File: src/rtl/mantenimiento_arbiter.sv
// Round-robin arbiter in front of mantenimiento_fsm: grants one requester at a time,
// drives mant_on during service and watches for completion or timeout.
module mantenimiento_arbiter #(
    parameter int N               = 4,
    parameter int MAX_CYCLES      = 200,
    parameter int COOLDOWN_CYCLES = 3
) (
    input  logic         clk,
    input  logic         reset,
    input  logic [N-1:0] req,
    input  logic         mant_terminado,
    input  logic         clear_error,
    output logic         mant_on,
    output logic [N-1:0] grant,
    output logic [N-1:0] done,
    output logic         busy,
    output logic         error,
    output logic [2:0]   error_id,
    output logic [7:0]   service_count
);
    localparam int CNT_MAX = (MAX_CYCLES > COOLDOWN_CYCLES) ? MAX_CYCLES : COOLDOWN_CYCLES;
    localparam int TW      = $clog2(CNT_MAX + 1);
    localparam logic [TW-1:0] TIMEOUT_LAST = TW'(MAX_CYCLES - 1);
    localparam logic [TW-1:0] COOL_LAST    = TW'(COOLDOWN_CYCLES - 1);

    typedef enum logic [2:0] {
        S_IDLE,
        S_GRANT,
        S_SERVICE,
        S_DONE,
        S_COOLDOWN,
        S_ERROR
    } state_t;

    state_t         state, state_n;
    logic [TW-1:0]  timer, timer_n;
    logic [2:0]     rr_ptr, rr_ptr_n;
    logic [2:0]     owner, owner_n;
    logic [N-1:0]   grant_n, done_n;
    logic [2:0]     error_id_n;
    logic [7:0]     count_n;

    logic [2*N-1:0] req_dbl;
    logic [2*N-1:0] req_sh;
    logic [N-1:0]   req_rot;
    logic           pick_found;
    logic [2:0]     pick_rel;
    logic [3:0]     pick_sum;
    logic [2:0]     pick_idx;
    logic [N-1:0]   pick_onehot;

    function automatic logic [2:0] wrap_inc(input logic [2:0] idx);
        return (idx == 3'(N - 1)) ? 3'd0 : idx + 3'd1;
    endfunction

    function automatic logic [7:0] sat_inc(input logic [7:0] cnt);
        return (cnt == 8'hFF) ? cnt : cnt + 8'd1;
    endfunction

    // Rotate requests so rr_ptr lands on bit 0; the lowest set bit is then the winner.
    assign req_dbl = {req, req};
    assign req_sh  = req_dbl >> rr_ptr;
    assign req_rot = req_sh[N-1:0];

    always_comb begin
        pick_found = 1'b0;
        pick_rel   = 3'd0;
        for (int i = N - 1; i >= 0; i--) begin
            if (req_rot[i]) begin
                pick_found = 1'b1;
                pick_rel   = 3'(i);
            end
        end
    end

    assign pick_sum    = {1'b0, rr_ptr} + {1'b0, pick_rel};
    assign pick_idx    = (pick_sum >= 4'(N)) ? 3'(pick_sum - 4'(N)) : pick_sum[2:0];
    assign pick_onehot = {{(N-1){1'b0}}, 1'b1} << pick_idx;

    always_comb begin
        state_n    = state;
        timer_n    = timer;
        rr_ptr_n   = rr_ptr;
        owner_n    = owner;
        grant_n    = grant;
        done_n     = '0;
        error_id_n = error_id;
        count_n    = service_count;
        case (state)
            S_IDLE: begin
                if (pick_found) begin
                    state_n = S_GRANT;
                    owner_n = pick_idx;
                    grant_n = pick_onehot;
                    timer_n = '0;
                end
            end
            S_GRANT: begin
                timer_n = '0;
                state_n = S_SERVICE;
            end
            S_SERVICE: begin
                // Completion wins over a timeout landing on the same cycle.
                if (mant_terminado) begin
                    state_n  = S_DONE;
                    done_n   = grant;
                    count_n  = sat_inc(service_count);
                    rr_ptr_n = wrap_inc(owner);
                end else if (timer == TIMEOUT_LAST) begin
                    state_n    = S_ERROR;
                    error_id_n = owner;
                    grant_n    = '0;
                end else begin
                    timer_n = timer + 1'b1;
                end
            end
            S_DONE: begin
                grant_n = '0;
                timer_n = '0;
                state_n = (COOLDOWN_CYCLES == 0) ? S_IDLE : S_COOLDOWN;
            end
            S_COOLDOWN: begin
                if (timer == COOL_LAST) begin
                    state_n = S_IDLE;
                end else begin
                    timer_n = timer + 1'b1;
                end
            end
            S_ERROR: begin
                if (clear_error) begin
                    rr_ptr_n = wrap_inc(error_id);
                    state_n  = S_IDLE;
                end
            end
            default: begin
                state_n = S_IDLE;
                grant_n = '0;
            end
        endcase
    end

    // Outputs are registered from the next-state decode so they align with the state register.
    always_ff @(posedge clk) begin
        if (!reset) begin
            state         <= S_IDLE;
            timer         <= '0;
            rr_ptr        <= 3'd0;
            owner         <= 3'd0;
            mant_on       <= 1'b0;
            grant         <= '0;
            done          <= '0;
            busy          <= 1'b0;
            error         <= 1'b0;
            error_id      <= 3'd0;
            service_count <= 8'd0;
        end else begin
            state         <= state_n;
            timer         <= timer_n;
            rr_ptr        <= rr_ptr_n;
            owner         <= owner_n;
            mant_on       <= (state_n == S_SERVICE);
            grant         <= grant_n;
            done          <= done_n;
            busy          <= (state_n != S_IDLE);
            error         <= (state_n == S_ERROR);
            error_id      <= error_id_n;
            service_count <= count_n;
        end
    end

endmodule

File: config.mk
export PLATFORM = sky130hd
export DESIGN_NAME = mantenimiento_arbiter
export DESIGN_NICKNAME = d
export VERILOG_FILES = /design/src/rtl/mantenimiento_arbiter.sv
export SDC_FILE = /design/constraint.sdc
export NUM_CORES = 1
export LEC_CHECK = 0
export ABC_AREA = 1
export CORE_ASPECT_RATIO = 1.4
export CORE_MARGIN = 4
export CORE_UTILIZATION = 30
export DETAILED_ROUTE_END_ITERATION = 8
export PLACE_DENSITY_LB_ADDON = 0.25
export SLEW_MARGIN = 10
export SYNTH_ARGS = -nofsm -noshare
export SYNTH_HDL_FRONTEND = slang
export SYNTH_SLANG_ARGS = --single-unit
export TNS_END_PERCENT = 10
File: constraint.sdc
create_clock -name clk -period 3.1 [get_ports clk]
set_clock_uncertainty 0.1 [all_clocks]
set_input_delay 0.62 -clock clk [delete_from_list [all_inputs] [get_ports clk]]
set_output_delay 0.62 -clock clk [all_outputs]
set_load 0.005 [all_outputs]
=== Word level (Yosys, flattened, before mapping) ===
Cells that the tools add are included.

* Bits of input ports: 8
* Logic and storage cells: 84
* Bits in registers: 39
* Output and inout bits: 22

* Reduce and logical (&&, ||, !) cells: 13
* Multiplexer cells: 29
* Order comparisons: 1
* Add/subtract/negate cells: 6
* Eq/ne operators: 19
* Shift-type cells: 2
* Bitwise logic cells: 3

{| class="wikitable"
|+ Operator list
! kind !! count
|-
| 3-bit two-way mux || 13
|-
| 8-bit two-way mux || 4
|-
| 8-bit case mux with 4 select lines || 1
|-
| 3-bit case mux with 6 select lines || 1
|-
| 8-bit by 1-bit adder with 8-bit output, second input constant || 2
|-
| 8-bit equality test, second input constant || 2
|-
| 3-bit by 2-bit equality test with 1-bit output, second input constant || 5
|-
| 2-bit inequality test, second input constant || 7
|-
| 4-bit two-way mux || 3
|-
| 4-bit case mux with 3 select lines || 1
|-
| 3-bit AND reduction || 4
|-
| 3-bit equality test, second input constant || 3
|-
| 8-bit by 2-bit equality test with 1-bit output, second input constant || 1
|-
| 8-bit by 3-bit >> shifter with 4-bit output || 1
|-
| 3-bit by 1-bit adder with 3-bit output, second input constant || 2
|-
| 3-bit case mux with 2 select lines || 1
|-
| 5-bit AND reduction || 1
|-
| 3-bit by 3-bit adder with 4-bit output || 1
|-
| 4-bit by 3-bit >= comparator with 1-bit output, second input constant || 1
|-
| 1-bit two-way mux || 4
|-
| 4-bit AND reduction || 1
|-
| 4-bit nonzero test || 1
|-
| 1-bit by 3-bit << shifter with 4-bit output, first input constant || 1
|-
| 3-bit by 1-bit equality test with 1-bit output, second input constant || 1
|-
| other kinds (9) || 11
|}

=== Depth between registers and ports, before layout ===
Gate-level depths: netlist (run 1).

* Depth in word-level cells: 11
* Depth in mapped cells: 16
* Gate-level depth less buffers: 16

=== Worst setup path after synthesis (run 1) ===
No wires, ideal clock.

* Path type: input to register
* Start point: input req[0]
* End point: register grant[0]
* Library setup time: 0.115 ns
* Required time: 2.885 ns
* Slack: 0.668 ns
* Arrival: 2.217 ns
* Buffers on the path: 0
* Stages: 15
* Cell sequence: nand3_1 -> nand2_1 -> nand2_1 -> nand2_1 -> nand3_1 -> a21boi_0 -> ha_1 -> inv_1 -> fa_1 -> nor2_1 -> o21ai_0 -> nand4_1 -> nand3_1 -> nand2_1 -> nor2_1

* Longest elaborated chain between the ends: 11
* Elaborated cells between the ends (all ways): 18
* Those cells by class: add/sub: 2; order compare: 1; eq/ne: 1; shift: 2; mux: 11; reduce/logical: 1

{| class="wikitable"
|+ RTL lines
! item !! line !! RTL
|-
| start: declaration || 10 || <nowiki>input logic [N-1:0] req,</nowiki>
|-
| 8-bit by 3-bit >> shifter with 4-bit output (*) || 62 || <nowiki>assign req_sh = req_dbl >> rr_ptr;</nowiki>
|-
| 2-bit two-way mux || 69 || <nowiki>if (req_rot[i]) begin</nowiki>
|-
| 3-bit two-way mux (3 in series) || 69 ||
|-
| 3-bit by 3-bit adder with 4-bit output || 76 || <nowiki>assign pick_sum = {1'b0, rr_ptr} + {1'b0, pick_rel};</nowiki>
|-
| 4-bit by 3-bit >= comparator with 1-bit output or 3-bit subtractor (tied branches) || 77 || <nowiki>assign pick_idx = (pick_sum >= 4'(N)) ? 3'(pick_sum - 4'(N)) : pick_sum[2:0];</nowiki>
|-
| 3-bit two-way mux || 77 ||
|-
| 1-bit by 3-bit << shifter with 4-bit output || 78 || <nowiki>assign pick_onehot = {{(N-1){1'b0}}, 1'b1} << pick_idx;</nowiki>
|-
| 4-bit two-way mux || 91 || <nowiki>if (pick_found) begin</nowiki>
|-
| 4-bit case mux with 3 select lines || 89 || <nowiki>case (state)</nowiki>
|-
| end signal: assignment || 162 || <nowiki>grant <= grant_n;</nowiki>
|-
| end: declaration || 14 || <nowiki>output logic [N-1:0] grant,</nowiki>
|}

Mark *: on every way between the ends. The rest lies on a longest branch, timed or not. The select of a mux whose other input is x is not followed.
A chain may end at the register's enable or synchronous reset.

=== Worst setup path in the final report (run 1) ===
* Start point: input req[0]
* End point: register grant[1]

The elaborated chain is that of the path after synthesis.

==> results of run 1 <==
state kept, by name, indices dropped and copies added (netlist names):
name,cells
state,3
mant_on,1
rr_ptr,3
error_id,3
owner,3
done,4
service_count,8
grant,4
error,1
timer,8
busy,1
through the flow:
step	setup WS, ns	util [%]	cell area (sq um)	hold WS (ns)	instances
floorplan	0.6678	-	2156	0.3377	325
global placement	0.06725	36.54	2551	0.3388	447
detailed placement	0.03014	36.54	2551	0.3396	447
CTS	0.3439	37.76	2636	0.3516	455
global route	0.08190	37.76	2636	0.3703	455
finish	0.4308	37.76	2636	0.3476	455
tightest hold or removal path, delay by kind of cell, from the launching register on:
kind | cells | cell delay, ns
flops | 1 | 0.32
buf+inv | 1 | 0.05
simple gates | 1 | 0.03
final cells by class:
cell class | instances | area (sq um)
clock buffer | 6 | 72.57
clock inverter | 2 | 12.51
fill | 768 | 4345
inverter | 49 | 183.9
multi-input combinational | 232 | 1155
sequential | 39 | 780.7
tap | 95 | 118.9
timing repair buffer | 32 | 312.8
worst paths after layout:
path / slack, ns / endpoint
max: 0.43 / grant[1]
max reg2reg: 0.60 / grant[1]
min: 0.35 / done[0]
min reg2reg: 0.35 / done[0]
metal layers:
metal | global-route usage [%] | wire [um]
met1 | 13.52 | 2042
met5 | 0 | 0
met4 | 4.668 | 71
met2 | 23.30 | 2692
met3 | 2.167 | 114
kinds of logic (layout without fill, tap and decap cells):
family	Yosys count	after routing	share of synthesized area, %
AND/OR/NAND/NOR	179	179	36.91
flip-flops	39	39	36.22
buffers and inverters	54	89	10.21
adder cells (fa/ha/maj)	8	8	4.991
AO/OA/AOI/OAI	44	44	11.26
XOR/XNOR	1	1	0.4063
cells in the final DEF, fill, tap and decap left out, types with 5 or more instances in the layout:
cell / Yosys / routed
ha_1: 7 / 7
a21oi_1: 22 / 22
nand3_1: 31 / 31
dfxtp_1: 39 / 39
nand4_1: 7 / 7
clkdlybuf4s50_1: 0 / 29
clkbuf_8: 0 / 5
nor3_1: 7 / 7
nand2_1: 72 / 72
o21ai_0: 14 / 13
inv_1: 45 / 45
nor2_1: 50 / 50
power groups by stage:
| stage | sequential [W] | combinational, W | clock, W |
|---|---|---|---|
| global route | 0.000736 | 0.00110 | 0.000380 |
| CTS | 0.000723 | 0.000946 | 0.000355 |
| detailed placement | 0.000733 | 0.000944 | 0 |
| finish | 0.000721 | 0.000932 | 0.000343 |
| floorplan | 0.000709 | 0.000702 | 0 |
| global placement | 0.000735 | 0.000932 | 0 |
what timing repair did:
item | in CTS | in global routing
hold buffers | 0 | 0
endpoints found under the setup margin | 0 | 3
resized for setup | 0 | 1
==> impl_results.md, run 1 <==
- First-pass GRT wire length: 8625 um
- Num CTS Buffers: 5
- Unrepaired setup endpoints after global routing: no
- Htree depth: 2
- Setup TNS Final: 0 ns
- Critical path data arrival time: 2.75 ns
- Post-Synthesis Net Count: 341
- Sw Ratio: 42.71%
- Number of diodes: 0
- IO buf count: 29
- Crit. End Element: flip-flop
- Most common cell in the netlist: nand2_1
- Fin nets: 375
- VDD IR max: 0.0002603 V
- Sink Count: 39
- GR Overflow Total: 0
- Root buf cell: clkbuf_8
- Reg2reg start: rr_ptr[1]
- Yosys top cell by area: dfxtp_1
- Mapped cell area: between 0.002 and 0.0025 sq mm
- Hold Crit Class: reg -> reg
- Post-route clock period utilization: 86.10%
- Via density: 4.538
- # IOs: 30
- Static Leak: around 1.1 nW
- Switching power: 0.0008524 W
- Measured slew at the worst slew-check pin: 0.5024 ns
- CP max FO: 5
- Synth async-reset ratio: 0%
- Final setup viols: 0
- Die Area: 0.008626 sq mm
- Final Max Slew Viols: 0
- CP delay by family, top: simple AND/OR/NAND/NOR gates
- Req. time, crit path: approximately 3.2 ns
- Min-Delay Startpoint: grant[0]
- Buf+Inv Stages, Crit Path: 2
- Prevailing post-synth register cell: dfxtp_1
- # DRC: 0
- Rel. slew slack: 66.39%
- R2R depth: 15
- Critical path class: in -> reg
- Share of the synthesized area in the top cell type: 36.22%
- Cells after synthesis: 325
- Clk pwr share: 17.2%
- MaxCap Viol Count: 0
- Clk_lat worst skew: 0.29 ns
- Largest net degree at the start of global routing: 21
- Via count: 2065
- Clock buffer depth: 2
- Reg clk slew, reported paths: 0.07 ns
- Comb pwr share: 46.7%
- Status: complete, no violations
- Crit path top cell by count: nand2_1
- Remaining antenna violation count: 0
- Total Wirelength: 4921 um
- GPL Wtd Cong: 0.8643
- Final Hold Viols: 0
- Synth cell types: 28
- Pwr dens: 757.2 mW/mm^2
- Warnings, synthesis: 0
- DRT iter0 DRCs: 48
- Syn-to-layout area delta: 22.29%
- Wire per inst: about 11 um
- Crit start category: input port
- Tmin final: between 2 and 3 ns
- EDFF count, synth: 0
- Total GRT Usage: 12.38%
- Synth top area cells: dfxtp_1 36%, nand2_1 13%, nor2_1 8.7%
- Avg Synthesized Cell Area: 6.633 sq um
- Seq/Total Area, Yosys: 36.22%
- Share of power burned in registers: 36.1%
- Critical path's slowest cell: clkdlybuf4s50_1
- Yosys reg bits: 39
- Post-CTS setup buffer count: 0
- First-pass DRT Iterations: 4
- Die X: 79.65 um
- P_int: 0.001144 W
- DP HPWL: 3837 um
- Vias in the first global route: 1947
- Highest cell delay on the worst timing path: 0.47 ns
- Fmax: 374.6 MHz
- Core area: between 0.006 and 0.007 sq mm
- Synth cell count leaders: 72 x nand2_1, 50 x nor2_1, 45 x inv_1
- Antenna violations before repair: 0
- Rows: 36
- Die Y: ~110 um
- Hold depth: 2
- Cell chain of the critical path: clkdlybuf4s50_1 -> nand3_1 -> nand2_1 -> nand2_1 -> nand2_1 -> nand3_1 -> a21boi_0 -> ha_1 -> inv_1 -> fa_1 -> nor2_1 -> o21ai_1 -> nand4_1 -> nand3_1 -> nand2_1 -> nor2_1
- CP startpoint: req[0]
- Layout cell share with drive strength beyond 1: 6.944%
- Initial Util: 30.88%
- TritonCTS clock tree: yes
- Crit path depth: 16
- Pwr Total: 0.001996 W
No activity file was read; power rests on OpenSTA's default activity.
==> run 2, diff against run 1 <==
- ABC_AREA: 1 -> not set
- CTS_CLUSTER_SIZE: not set -> 14
==> impl_results.md, run 2 <==
- Tmin final: between 2 and 3 ns
- Fin nets: 311
- Leading cell types in the layout, fill and taps excluded: 39 x dfxtp_1, 33 x nor2_1, 27 x clkdlybuf4s50_1
- Rows: 36
- Cells after synthesis: 257
- Reg clk slew, reported paths: roughly 0.07 ns
- Mapped cell area: 0.002181 sq mm
- Clk pwr share: 23.0%
- Warnings, synthesis: 0
- Remaining antenna violation count: 0
- Final setup viols: 0
- Req. time, crit path: 3.22 ns
- Vias in the first global route: 1903
- Num CTS Buffers: 5
- Multi-input logic area: ~0.0013 sq mm
- Rel. slew slack: between 50% and 60%
- CTS hold repair buffers: 0
- Placed Area: 0.002621 sq mm
- Largest net degree at the start of global routing: 20
- Largest regs: service_count: 8 flops, timer: 8 flops
- First-pass GRT wire length: 8611 um
- Layout cell share with drive strength beyond 1: 10.14%
- Via density: 4.895
- Total GRT Usage: 12.30%
- First-pass DRT Iterations: 4
- Via count: 1914
- Avg Synthesized Cell Area: about 8.5 sq um
- Synth cell types: 59
- Critical path class: in -> reg
- FF+latch area: 780.7 sq um
- Die X: 80.06 um
- CP max FO: 3
- Static Leak: about 1.1 nW
- Sw Ratio: 34.03%
- Initial Util: 31.04%
- Hold WS: 0.3788 ns
- Wire per inst: 12.84 um
- Post-route clock period utilization: between 90 and 100%
- Final worst slack: 0.1285 ns
- VDD IR max: between 0.0002 and 0.00025 V
- TritonCTS clock tree: yes
- Die Y: around 110 um
- GPL Wtd Cong: 0.8241
- # DRC: 0
- Share of the synthesized area in the top cell type: 35.80%
- Switching power: approximately 0.0005 W
- Htree depth: 2
- Sink Count: 39
- MaxCap Viol Count: 0
- Fmax: approximately 340 MHz
- Antenna violations before repair: 0
- Synth async-reset ratio: 0%
- Finished Core Util: between 30% and 40%
- Syn-to-layout area delta: 24.84%
- P_int: 0.0009548 W
- # IOs: 30
- Pre-CTS setup slack: -0.3104 ns
- Prevailing post-synth register cell: dfxtp_1
- Pwr dens: 531.6 mW/mm^2
- Die Area: 0.008717 sq mm
- Yosys reg bits: 39
- Root buf cell: clkbuf_8
- Share of power burned in registers: 43.2%
- Layout fillers: 760
- Yosys top cell by area: dfxtp_1
- Final Hold Viols: 0
- DRT iter0 DRCs: 66
- GR Overflow Total: 0
- EDFF count, synth: 0
- Post-Synthesis Net Count: 273
- Critical path data arrival time: 3.09 ns
- Hold Crit Class: reg -> reg
- Status: complete, no violations
- Measured slew at the worst slew-check pin: slightly above 0.6 ns
- Setup TNS Final: 0 ns
- Clock buffer depth: 2
- DP HPWL: 3817 um
- Fin area: 0.002723 sq mm
- Seq/Total Area, Yosys: 35.80%
- Comb pwr share: 33.9%
- Final Max Slew Viols: 0
- Number of diodes: 0
- Most common cell in the netlist: dfxtp_1
- Crit. End Element: flip-flop
- Synth top area cells: dfxtp_1 36%, nor2_1 5.7%, mux2i_1 5.0%
- Clk_lat worst skew: 0.29 ns
- Core area: 0.007027 sq mm
- Synth cell count leaders: 39 x dfxtp_1, 33 x nor2_1, 20 x nand2_1
- Commonest non-fill, non-tap cell in the layout: dfxtp_1
- IO buf count: 29
- Total Wirelength: 5020 um
- Crit start category: input port
run 2: cell count changes after synthesis, sizes merged, moves of 6 or more:
cell,change
nand2,-56
inv,-31
nand3,-21
nor2,-19
a21oi,-14
mux2i,+11
o21ai,-11
and3,+7
o211ai,+6
run 2: worst max-delay path, stage by stage:
cell	delay, ns
clkdlybuf4s50_1	0.43
a311o_1	0.39
or2_1	0.21
o22a_1	0.25
inv_2	0.06
ha_1	0.22
a21oi_2	0.17
o311ai_1	0.10
buf_4	0.18
or3_1	0.30
mux2i_1	0.14
run 2: final cells by class:
| class | instances | area share (%) |
|---|---|---|
| clock inverters | 1 | 0.1838 |
| clock buffers | 7 | 2.803 |
| multi-input cells | 190 | 47.33 |
| repair buffers | 41 | 14.15 |
| flip-flops and latches | 39 | 28.68 |
| inverters | 18 | 2.482 |
| well taps | 95 | 4.366 |
run 2: power groups by stage:
| stage | clock [W] | sequential (W) | combinational [W] |
|---|---|---|---|
| floorplan | 0 | 0.000604 | 0.000360 |
| global placement | 0 | 0.000635 | 0.000487 |
| detailed placement | 0 | 0.000637 | 0.000491 |
| CTS | 0.000346 | 0.000625 | 0.000495 |
| global route | 0.000371 | 0.000638 | 0.000552 |
| finish | 0.000333 | 0.000625 | 0.000490 |
run 2: timing repair:
item,4_1_cts,5_1_grt
setup buffers,0,1
setup endpoints to repair,1,4
pin swaps,0,4
gates resized for setup,1,5
run 2: layer usage:
| layer | wire length, um | share of wire [%] | global-route usage (%) | vias to the layer above |
|---|---|---|---|---|
| met3 | 167 | 3.3 | 2.727 | 8 |
| met2 | 2495 | 50 | 21.98 | 30 |
| met5 | 0 | 0 | 0 | - |
| met4 | 93 | 1.9 | 4.589 | 0 |
| met1 | 2262 | 45 | 14.12 | 871 |
| li1 | - | - | - | 1005 |
run 2: metrics by stage:
stage	instances	total power, W
after floorplan	257	0.0009646
after global placement	382	0.001122
after detailed placement	382	0.001128
after CTS	390	0.001466
after global routing	391	0.001560
final	391	0.001447
run 2: worst paths after layout:
check / from / end / slack (ns) / cells after the start
worst min-delay path: grant[0] / grant[0] / 0.38 / 2
worst max register to register: rr_ptr[0] / grant[2] / 0.42 / 11
worst min register to register: grant[0] / grant[0] / 0.38 / 2
worst max-delay path: req[0] / grant[2] / 0.13 / 11
run 2: cell families (layout without fill, tap and decap cells):
family / Yosys count / in the layout / share of synthesized area (%)
AOI/OAI and AO/OA: 53 / 53 / 19.39
muxes: 11 / 11 / 5.049
buffers and inverters: 28 / 67 / 5.450
xor gates and xnor gates: 7 / 7 / 2.811
and+or+nand+nor: 111 / 111 / 26.56
DFF: 39 / 39 / 35.80
adders and majority gates: 8 / 8 / 4.934
